==> config.mk <==
export PLATFORM = sky130hd
export DESIGN_NAME = arbitration_nway_wrr
export DESIGN_NICKNAME = d
export VERILOG_FILES = /design/src/rtl/arbitration_nway_wrr.sv
export SDC_FILE = /design/constraint.sdc
export NUM_CORES = 1
export LEC_CHECK = 0
export CAP_MARGIN = 40
export CORE_ASPECT_RATIO = 2
export CORE_MARGIN = 1.5
export CORE_UTILIZATION = 52
export DETAILED_ROUTE_END_ITERATION = 10
export PLACE_DENSITY = 0.81
export SLEW_MARGIN = 25
export SYNTH_ARGS = -nofsm -noshare
export SYNTH_HDL_FRONTEND = slang
export SYNTH_SLANG_ARGS = --single-unit
export TNS_END_PERCENT = 5
==> constraint.sdc <==
create_clock -name clk -period 5.9 [get_ports clk]
set_input_delay 0.59 -clock clk [delete_from_list [all_inputs] [get_ports clk]]
set_output_delay 0.59 -clock clk [all_outputs]
set_load 0.05 [all_outputs]
==> src/rtl/arbitration_nway_wrr.sv <==
// ---------------------------------------------------------------------------
// arbitration_nway_wrr
//
// N-way arbiter with two run-time selectable modes. In weighted round robin
// each requestor keeps the grant for up to weights[i] consecutive
// transactions before the grant rotates. In fixed priority the lowest set
// request index wins. A grant is held until the grantee pulses
// grant_release. When another request is pending, the next winner is
// registered on that same edge, so there is no idle cycle between grants.
// Requestor counts that are not a power of two wrap with a true modulo.
//
// Ports:
//   clk            rising-edge clock for all state
//   rst_n          asynchronous active-low reset
//   mode           0 = weighted round robin, 1 = fixed priority (lowest index)
//   weights        packed per-requestor grant counts; field i = [i*W +: W]
//   requests       level request bits, one per requestor
//   grant_release  one-cycle pulse: the grantee has finished one transaction
//   grant_valid    a grant is active
//   grant          binary index of the grantee
//   grant_oh       one-hot grant; all zeros when idle
//   grant_credit   grants left for the current grantee, including the active one
// ---------------------------------------------------------------------------
module arbitration_nway_wrr #(
  parameter int  C_NUM_REQUESTORS      = 8,
  parameter int  C_WEIGHT_WIDTH        = 4,
  localparam int C_LOG2_NUM_REQUESTORS = $clog2(C_NUM_REQUESTORS)
) (
  input  logic                                       clk,
  input  logic                                       rst_n,
  input  logic                                       mode,
  input  logic [C_NUM_REQUESTORS*C_WEIGHT_WIDTH-1:0] weights,
  input  logic [C_NUM_REQUESTORS-1:0]                requests,
  input  logic                                       grant_release,
  output logic                                       grant_valid,
  output logic [C_LOG2_NUM_REQUESTORS-1:0]           grant,
  output logic [C_NUM_REQUESTORS-1:0]                grant_oh,
  output logic [C_WEIGHT_WIDTH-1:0]                  grant_credit
);

  localparam int N   = C_NUM_REQUESTORS;
  localparam int W   = C_WEIGHT_WIDTH;
  localparam int L   = C_LOG2_NUM_REQUESTORS;
  localparam int LP1 = L + 1;

  typedef enum logic {
    S_IDLE    = 1'b0,
    S_GRANTED = 1'b1
  } state_t;

  state_t         state_q, state_d;
  logic [L-1:0]   grant_q, grant_d;
  logic [N-1:0]   grant_oh_q, grant_oh_d;
  logic [W-1:0]   credit_q, credit_d;
  logic [L-1:0]   last_ptr_q, last_ptr_d;

  // Unpack the weight bus into an array for readable selection.
  logic [W-1:0]   weight_arr [N];

  for (genvar gi = 0; gi < N; gi++) begin : g_weight
    assign weight_arr[gi] = weights[gi*W +: W];
  end

  // -------------------------------------------------------------------------
  // Winner selection
  // -------------------------------------------------------------------------
  logic           rr_found;
  logic [L-1:0]   rr_idx;
  logic [LP1-1:0] cand;
  logic [L-1:0]   fp_idx;
  logic [L-1:0]   pick_idx;
  logic [N-1:0]   pick_oh;
  logic [W-1:0]   sel_weight;
  logic [W-1:0]   load_credit;

  // Round robin: scan last_ptr+1 .. last_ptr+N. last_ptr < N and the step is
  // at most N, so a single conditional subtract is an exact modulo and no
  // out-of-range index is ever produced. last_ptr always equals the current
  // grantee while granted, so the grantee is naturally searched last.
  always_comb begin
    rr_found = 1'b0;
    rr_idx   = '0;
    cand     = '0;
    for (int k = 1; k <= N; k++) begin
      cand = {1'b0, last_ptr_q} + LP1'(k);
      if (cand >= LP1'(N)) begin
        cand = cand - LP1'(N);
      end
      if (!rr_found && requests[cand[L-1:0]]) begin
        rr_found = 1'b1;
        rr_idx   = cand[L-1:0];
      end
    end
  end

  // Fixed priority: descending scan so the lowest set index is written last.
  always_comb begin
    fp_idx = '0;
    for (int i = N - 1; i >= 0; i--) begin
      if (requests[i]) begin
        fp_idx = L'(i);
      end
    end
  end

  assign pick_idx = mode ? fp_idx : rr_idx;
  assign pick_oh  = N'(1) << pick_idx;

  always_comb begin
    sel_weight = '0;
    for (int i = 0; i < N; i++) begin
      if (pick_idx == L'(i)) begin
        sel_weight = weight_arr[i];
      end
    end
  end

  // A zero weight still grants once; fixed priority always grants once.
  assign load_credit = mode ? W'(1)
                     : ((sel_weight == '0) ? W'(1) : sel_weight);

  // -------------------------------------------------------------------------
  // Next-state logic
  // -------------------------------------------------------------------------
  always_comb begin
    state_d    = state_q;
    grant_d    = grant_q;
    grant_oh_d = grant_oh_q;
    credit_d   = credit_q;
    last_ptr_d = last_ptr_q;

    unique case (state_q)
      S_IDLE: begin
        if (|requests) begin
          state_d    = S_GRANTED;
          grant_d    = pick_idx;
          grant_oh_d = pick_oh;
          credit_d   = load_credit;
          last_ptr_d = pick_idx;
        end
      end

      S_GRANTED: begin
        if (grant_release) begin
          if ((credit_q > W'(1)) && requests[grant_q] && !mode) begin
            // Same grantee still has credit in weighted mode.
            credit_d = credit_q - W'(1);
          end else if (|requests) begin
            // Rotation, or a fresh re-grant when the grantee is the only
            // requestor; both fall out of the same pick.
            grant_d    = pick_idx;
            grant_oh_d = pick_oh;
            credit_d   = load_credit;
            last_ptr_d = pick_idx;
          end else begin
            state_d    = S_IDLE;
            grant_oh_d = '0;
            credit_d   = '0;
          end
        end
      end

      default: begin
        state_d = S_IDLE;
      end
    endcase
  end

  // -------------------------------------------------------------------------
  // State registers
  // -------------------------------------------------------------------------
  always_ff @(posedge clk or negedge rst_n) begin
    if (!rst_n) begin
      state_q    <= S_IDLE;
      grant_q    <= '0;
      grant_oh_q <= '0;
      credit_q   <= '0;
      last_ptr_q <= L'(N - 1);
    end else begin
      state_q    <= state_d;
      grant_q    <= grant_d;
      grant_oh_q <= grant_oh_d;
      credit_q   <= credit_d;
      last_ptr_q <= last_ptr_d;
    end
  end

  assign grant_valid  = (state_q == S_GRANTED);
  assign grant        = grant_q;
  assign grant_oh     = grant_oh_q;
  assign grant_credit = credit_q;

endmodule
; ---- After elaboration in Yosys (flattened, before gate mapping)
; Cells that the tools add are included.
[word_totals]
output_inout_bits = 16
inputBits = 44
elab_cells = 157
ff_bits = 19
[op_classes]
order_cmp = 18
eq_ne = 10
bitwise = 1
shift = 1
add_sub_neg = 17
n_mux = 82
reduce_logical = 23
[op_table]
columns = operator, n
row1 = $mux 3, 31
row2 = $mux 4, 14
row3 = $lt 3x4->1 const B, 9
row4 = $ge 4x4->1 const B, 8
row5 = $mux 8, 4
row6 = $bmux 1 s3, 9
row7 = $sub 3x1->3 const B, 8
row8 = $mux 1, 19
row9 = $add 3x3->4 const B, 4
row10 = $pmux 8 s2, 1
row11 = $eq 3x3->1 const B, 4
row12 = $pmux 3 s2, 2
row13 = $logic_and 1x1->1, 9
row14 = $add 3x2->4 const B, 2
row15 = $logic_not 1->1, 8
row16 = $pmux 4 s2, 1
row17 = $reduce_or 8->1, 1
row18 = $shl 1x3->8 const A, 1
row19 = $eq 3x2->1 const B, 2
row20 = $ne 2x2->1 const B, 3
row21 = $add 3x1->4 const B, 1
row22 = $add 3x4->4 const B, 1
row23 = $gt 4x1->1 const B, 1
row24 = $logic_not 4->1, 1
row25 = other kinds (7), 8

; ---- Logic depth before layout (Yosys ltp)
[logic_depth]
depth_word = 44
mapped_depth = 19
mapped_depth_nobuf = 13

; ---- Worst setup path before layout
; OpenSTA, ideal clock, no wires.
[synth_path]
kind = register -> register
startpoint = register last_ptr_q[1]
endpoint = register credit_q[0], in the netlist grant_credit[0]
setup_time_ps = 74
arrival_time_ps = 4758
stages_incl_launch_ff = 18
slack_ps = 1068
path_buffers = 4
synth_period_minus_slack_ps = 4832
t_required_ps = 5826
cell_sequence = dfstp_2 buf_2 clkbuf_1 inv_1 ha_1 buf_6 mux2_1 mux4_2 and3_1 o31ai_1 a221oi_1 a221oi_4 buf_6 mux2_2 o211ai_1 o311ai_1 o311a_1 o21ai_2
[synth_between]
elab_chain_cells = 44
word_cells_on_any_way = 102
cone_classes = add/sub (16) / order compare (8) / eq/ne (7) / mux (55) / reduce/logical (16)
[synth_lines]
columns = element, line
row1 = "start, declared", 55  ; logic [L-1:0] last_ptr_q, last_ptr_d;
row2 = "start signal, assigned", 178  ; last_ptr_q <= L'(N - 1);
row3 = "start signal, assigned", 184  ; last_ptr_q <= last_ptr_d;
row4 = $add 3x1->4, 85  ; cand = {1'b0, last_ptr_q} + LP1'(k);
row5 = $ge 4x4->1 or $sub 3x1->3 (tied branches), "86, 87"
row6 = $mux 3, 86  ; if (cand >= LP1'(N)) begin
row7 = $bmux 1 s3, 89  ; if (!rr_found && requests[cand[L-1:0]]) begin
row8 = $mux 1 (implied by the code), 89
row9 = $mux 1, 89
row10 = $logic_not 1->1, 89
row11 = $logic_and 1x1->1, 89
row12 = [... 28 more ...], n/a
row13 = $mux 4 (*), 112  ; if (pick_idx == L'(i)) begin
row14 = $logic_not 4->1, 120  ; : ((sel_weight == '0) ? W'(1) : sel_weight);
row15 = $mux 4 (*), 120
row16 = $mux 4 (*), 119  ; assign load_credit = mode ? W'(1)
row17 = $mux 4, 148  ; end else if (|requests) begin
row18 = $mux 4, 145  ; if ((credit_q > W'(1)) && requests[grant_q] && !mode) begin
row19 = $mux 4, 144  ; if (grant_release) begin
row20 = $pmux 4 s2 (*), 132  ; unique case (state_q)
row21 = "end signal, assigned", 183  ; credit_q <= credit_d;
row22 = "end, declared", 54  ; logic [W-1:0] credit_q, credit_d;
; Every way passes the cells marked *; elsewhere a longest branch is shown, timed or not. The select of a mux whose other input is x is not followed.
; A chain may end at the register's enable or synchronous reset.

; ---- Final worst setup path
[layout_path]
startpoint = register last_ptr_q[0]
endpoint = register credit_q[0], in the netlist grant_credit[0]
; The elaborated chain is that of the path after synthesis.

==> results.toml <==
[pwr]
clkPwrFrac = 0.040
switchingPower_mw = 1.25
p_seq_frac = 0.116
peakVddDrop_uv = 529
swShare = 0.538
power.leakage_nw = 1.36
power.internal_mw = 1.08
power_frac_comb = 0.844
power_density_mw_per_mm2 = 684

[synth]
synth_top_area_cell = "dfrtp_1"
synth_top_area_frac = 0.145
syn_area_mm2 = 0.00276
synthCells = 313
syn-num-nets = 361
ys_seq_area_frac = 0.174
synth_edf_count = 0
avgSynthCellArea_um2 = 8.82
synthTopCellsByCount = "nand2_1 (34), mux2i_1 (27), o21ai_0 (20), nor2_1 (19), mux4_2 (17)"
async_reset_ff_frac = 1.00
synth_ff_type = "dfrtp_1"
yosysMostFrequentCell = "nand2_1"
synth_cell_types = 64
ys_seq_elements = 19
ys_warn_count = 0
synth.area.top_cells = "dfrtp_1 (15%), mux4_2 (14%), mux2i_1 (9.8%)"

[cts]
worstSkewPairLatency_ns = 0.26
cts_buffer_depth = 2
cts_buffers = 3
hold_buffers = 0
h-tree-depth = 1
cts_tree = "built"
cts_setup_buffers = 0
numClockSinks = 19
clock-root-buffer = "clkbuf_8"
cts_resized = 0
cts.clk_slew.worst_paths_ns = 0.07

[floorplanning]
io-pin-count = 60
start_util = 0.537
die_width_um = 54.5
num_rows = 37
die_area_mm2 = 0.00578
core_mm2 = 0.00514
dieHeight_um = 106

[worst_setup_path]
slowest_stage = "ha_1"
crit_start = "last_ptr_q[0]$_DFFE_PN1P_"
critical_path_arrival_ns = 4.96
crit_fanout = 15
crit_path_end_kind = "register"
crit-reg2reg-launch = "last_ptr_q[0]$_DFFE_PN1P_"
crit_chain = "inv_2, ha_1, mux2_2, mux2_2, o211ai_1, nand4b_1, nor3_1, o211a_2, o211ai_1, a22o_1, o221a_1, o311a_1, o21ai_2"
required_ns = 6.09
crit_path_max_incr_delay_ns = 0.72
path_class = "reg2reg"
start_kind = "register"

[cells_and_area]
nNetsFinal = 409
area_growth_pct = 23.4
finalCoreUtilization = 0.663
fin_cells = 418
antennaDiodeCount = 0
drive_above_1_share = 0.139
n_fill_cell = 423

[routing]
drt_pre_antenna_iters = 4
wl_per_cell_um = 21.1
drc = 0
ant_nets = 0
routed_wl_mm = 8.80
via_per_inst = 6.87
drt_first_iter_violations = 116
routed-via-count = 2873

[grt]
track_usage = 0.316
grt_pass1_wl_mm = 13.4
antenna_found_initial = 0
grt_pass1_vias = 2894
gr-total-overflow = 0
grt_max_degree = 29

[timing]
period_share = 0.809
rsz0062_at_grt = "no"
worst_slew_pin_slew_ns = 0.656
holdWs_ns = 0.506
fin_tns_setup_ns = 0
period_needed_ns = 4.77
fin_worst_skew_ns = 0.00143
setup_viol = 0
finalHoldViolCount = 0
slew_violations = 0
max_freq_ghz = 0.209
slew_headroom = 0.550

[hold_path]
min_path_type = "reg2reg"
hold_start = "grant_oh[6]$_DFFE_PN0P_"

[placement]
placed_cells = 412
dp_hpwl_mm = 6.71
gp_congestion = 0.922
port_buffers = 59

[flow_run]
max_cap_violations = 0

[outcome]
status = "complete, no violations"
==> stage by stage <==
stage          power, mW  instance area, µm²  setup slack, ns
2_1_floorplan       1.78                2760             1.07
3_3_place_gp        2.15                3340             1.25
3_5_place_dp        2.20                3340             1.03
4_1_cts             2.30                3390             1.03
5_1_grt             2.48                3410            0.860
6_report            2.33                3410             1.13
==> metal layers <==
metal,share of wire,global-route usage,vias up
met3,0.045,0.0267,48
li1,-,-,1300
met4,0.079,0.238,0
met5,0,0,-
met2,0.54,0.565,130
met1,0.33,0.306,1395
==> path summary, 6_finish.rpt <==
check | end | cells after the start | slack (ns)
min reg2reg | grant_oh[6]$_DFFE_PN0P_ | 2 | 0.51
min | grant_oh[6]$_DFFE_PN0P_ | 2 | 0.51
max in group asynchronous | grant_credit[0]$_DFFE_PN0P_ | 2 | 4.77
max reg2reg | grant_credit[0]$_DFFE_PN0P_ | 13 | 1.13
min in group asynchronous | grant_oh[5]$_DFFE_PN0P_ | 1 | 0.68
max | grant_credit[0]$_DFFE_PN0P_ | 13 | 1.13
==> registers in the layout, indices dropped and copies added (netlist names) <==
| name | cells |
|---|---|
| grant | 3 |
| grant_credit | 4 |
| grant_oh | 8 |
| grant_valid | 1 |
| last_ptr_q | 3 |
==> layout make-up <==
| cell class | count | area, µm² | area share |
|---|---|---|---|
| clock inverters | 1 | 7.51 | 0.00220 |
| well taps | 58 | 72.6 | 0.0213 |
| repair buffers | 66 | 647 | 0.190 |
| inverters | 16 | 60.1 | 0.0176 |
| flip-flops and latches | 19 | 479 | 0.141 |
| clock buffers | 3 | 41.3 | 0.0121 |
| multi-input cells | 255 | 2100 | 0.616 |
==> cells by family (layout without fill, tap and decap cells) <==
| group | count (synthesis) | after routing | share of synthesized area |
|---|---|---|---|
| flops | 19 | 19 | 0.174 |
| fa+ha+maj | 4 | 4 | 0.0181 |
| compound gates | 93 | 93 | 0.246 |
| xor+xnor | 4 | 4 | 0.0127 |
| simple gates | 96 | 96 | 0.173 |
| buf+inv | 39 | 86 | 0.0662 |
| mux | 58 | 58 | 0.310 |
==> critical path: cells and delay by family (launching register included) <==
family	cells	cell delay, ns
buffers and inverters	1	0.09
DFF	1	0.54
and+or+nand+nor	2	0.79
AOI/OAI and AO/OA	7	1.81
muxes	2	0.72
adders and majority gates	1	0.72
==> cell usage in the layout, fill, tap and decap left out, types with 2 or more instances in the layout <==
| cell type | Yosys | routed |
|---|---|---|
| o21ai_0 | 20 | 20 |
| nor4b_1 | 2 | 2 |
| xor2_1 | 3 | 3 |
| dfstp_2 | 3 | 3 |
| o21a_1 | 9 | 9 |
| nand3_1 | 10 | 10 |
| ha_1 | 4 | 4 |
| and2_1 | 6 | 6 |
| mux2_1 | 3 | 3 |
| nand2_1 | 34 | 34 |
| buf_4 | 0 | 5 |
| dfrtp_1 | 16 | 16 |
| a22o_1 | 4 | 4 |
| a211o_1 | 3 | 3 |
| mux4_2 | 17 | 17 |
| clkbuf_8 | 0 | 3 |
| mux2_2 | 6 | 6 |
| a21o_1 | 3 | 3 |
| o21ai_1 | 3 | 3 |
| nor2_1 | 19 | 19 |
| o2111ai_1 | 6 | 6 |
| nor3_1 | 10 | 10 |
| o311ai_1 | 2 | 2 |
| o31ai_1 | 3 | 3 |
| o221a_1 | 2 | 2 |
| o211ai_1 | 5 | 5 |
| a21oi_1 | 14 | 14 |
| inv_1 | 15 | 15 |
| mux2_4 | 2 | 2 |
| a32oi_1 | 2 | 2 |
| mux2i_1 | 27 | 27 |
| mux2i_4 | 2 | 2 |
| nand2b_1 | 2 | 2 |
| nor2b_1 | 2 | 2 |
| clkdlybuf4s50_1 | 0 | 59 |
| nor4_1 | 4 | 4 |
==> power groups by stage <==
| stage | logic [mW] | clock network (mW) | registers (mW) |
|---|---|---|---|
| after floorplan | 1.38 | 0 | 0.402 |
| after CTS | 1.94 | 0.0937 | 0.270 |
| after detailed placement | 1.93 | 0 | 0.272 |
| final | 1.97 | 0.0922 | 0.271 |
| after global routing | 2.10 | 0.0975 | 0.278 |
| after global placement | 1.89 | 0 | 0.267 |
No activity file was read; power rests on OpenSTA's default activity.
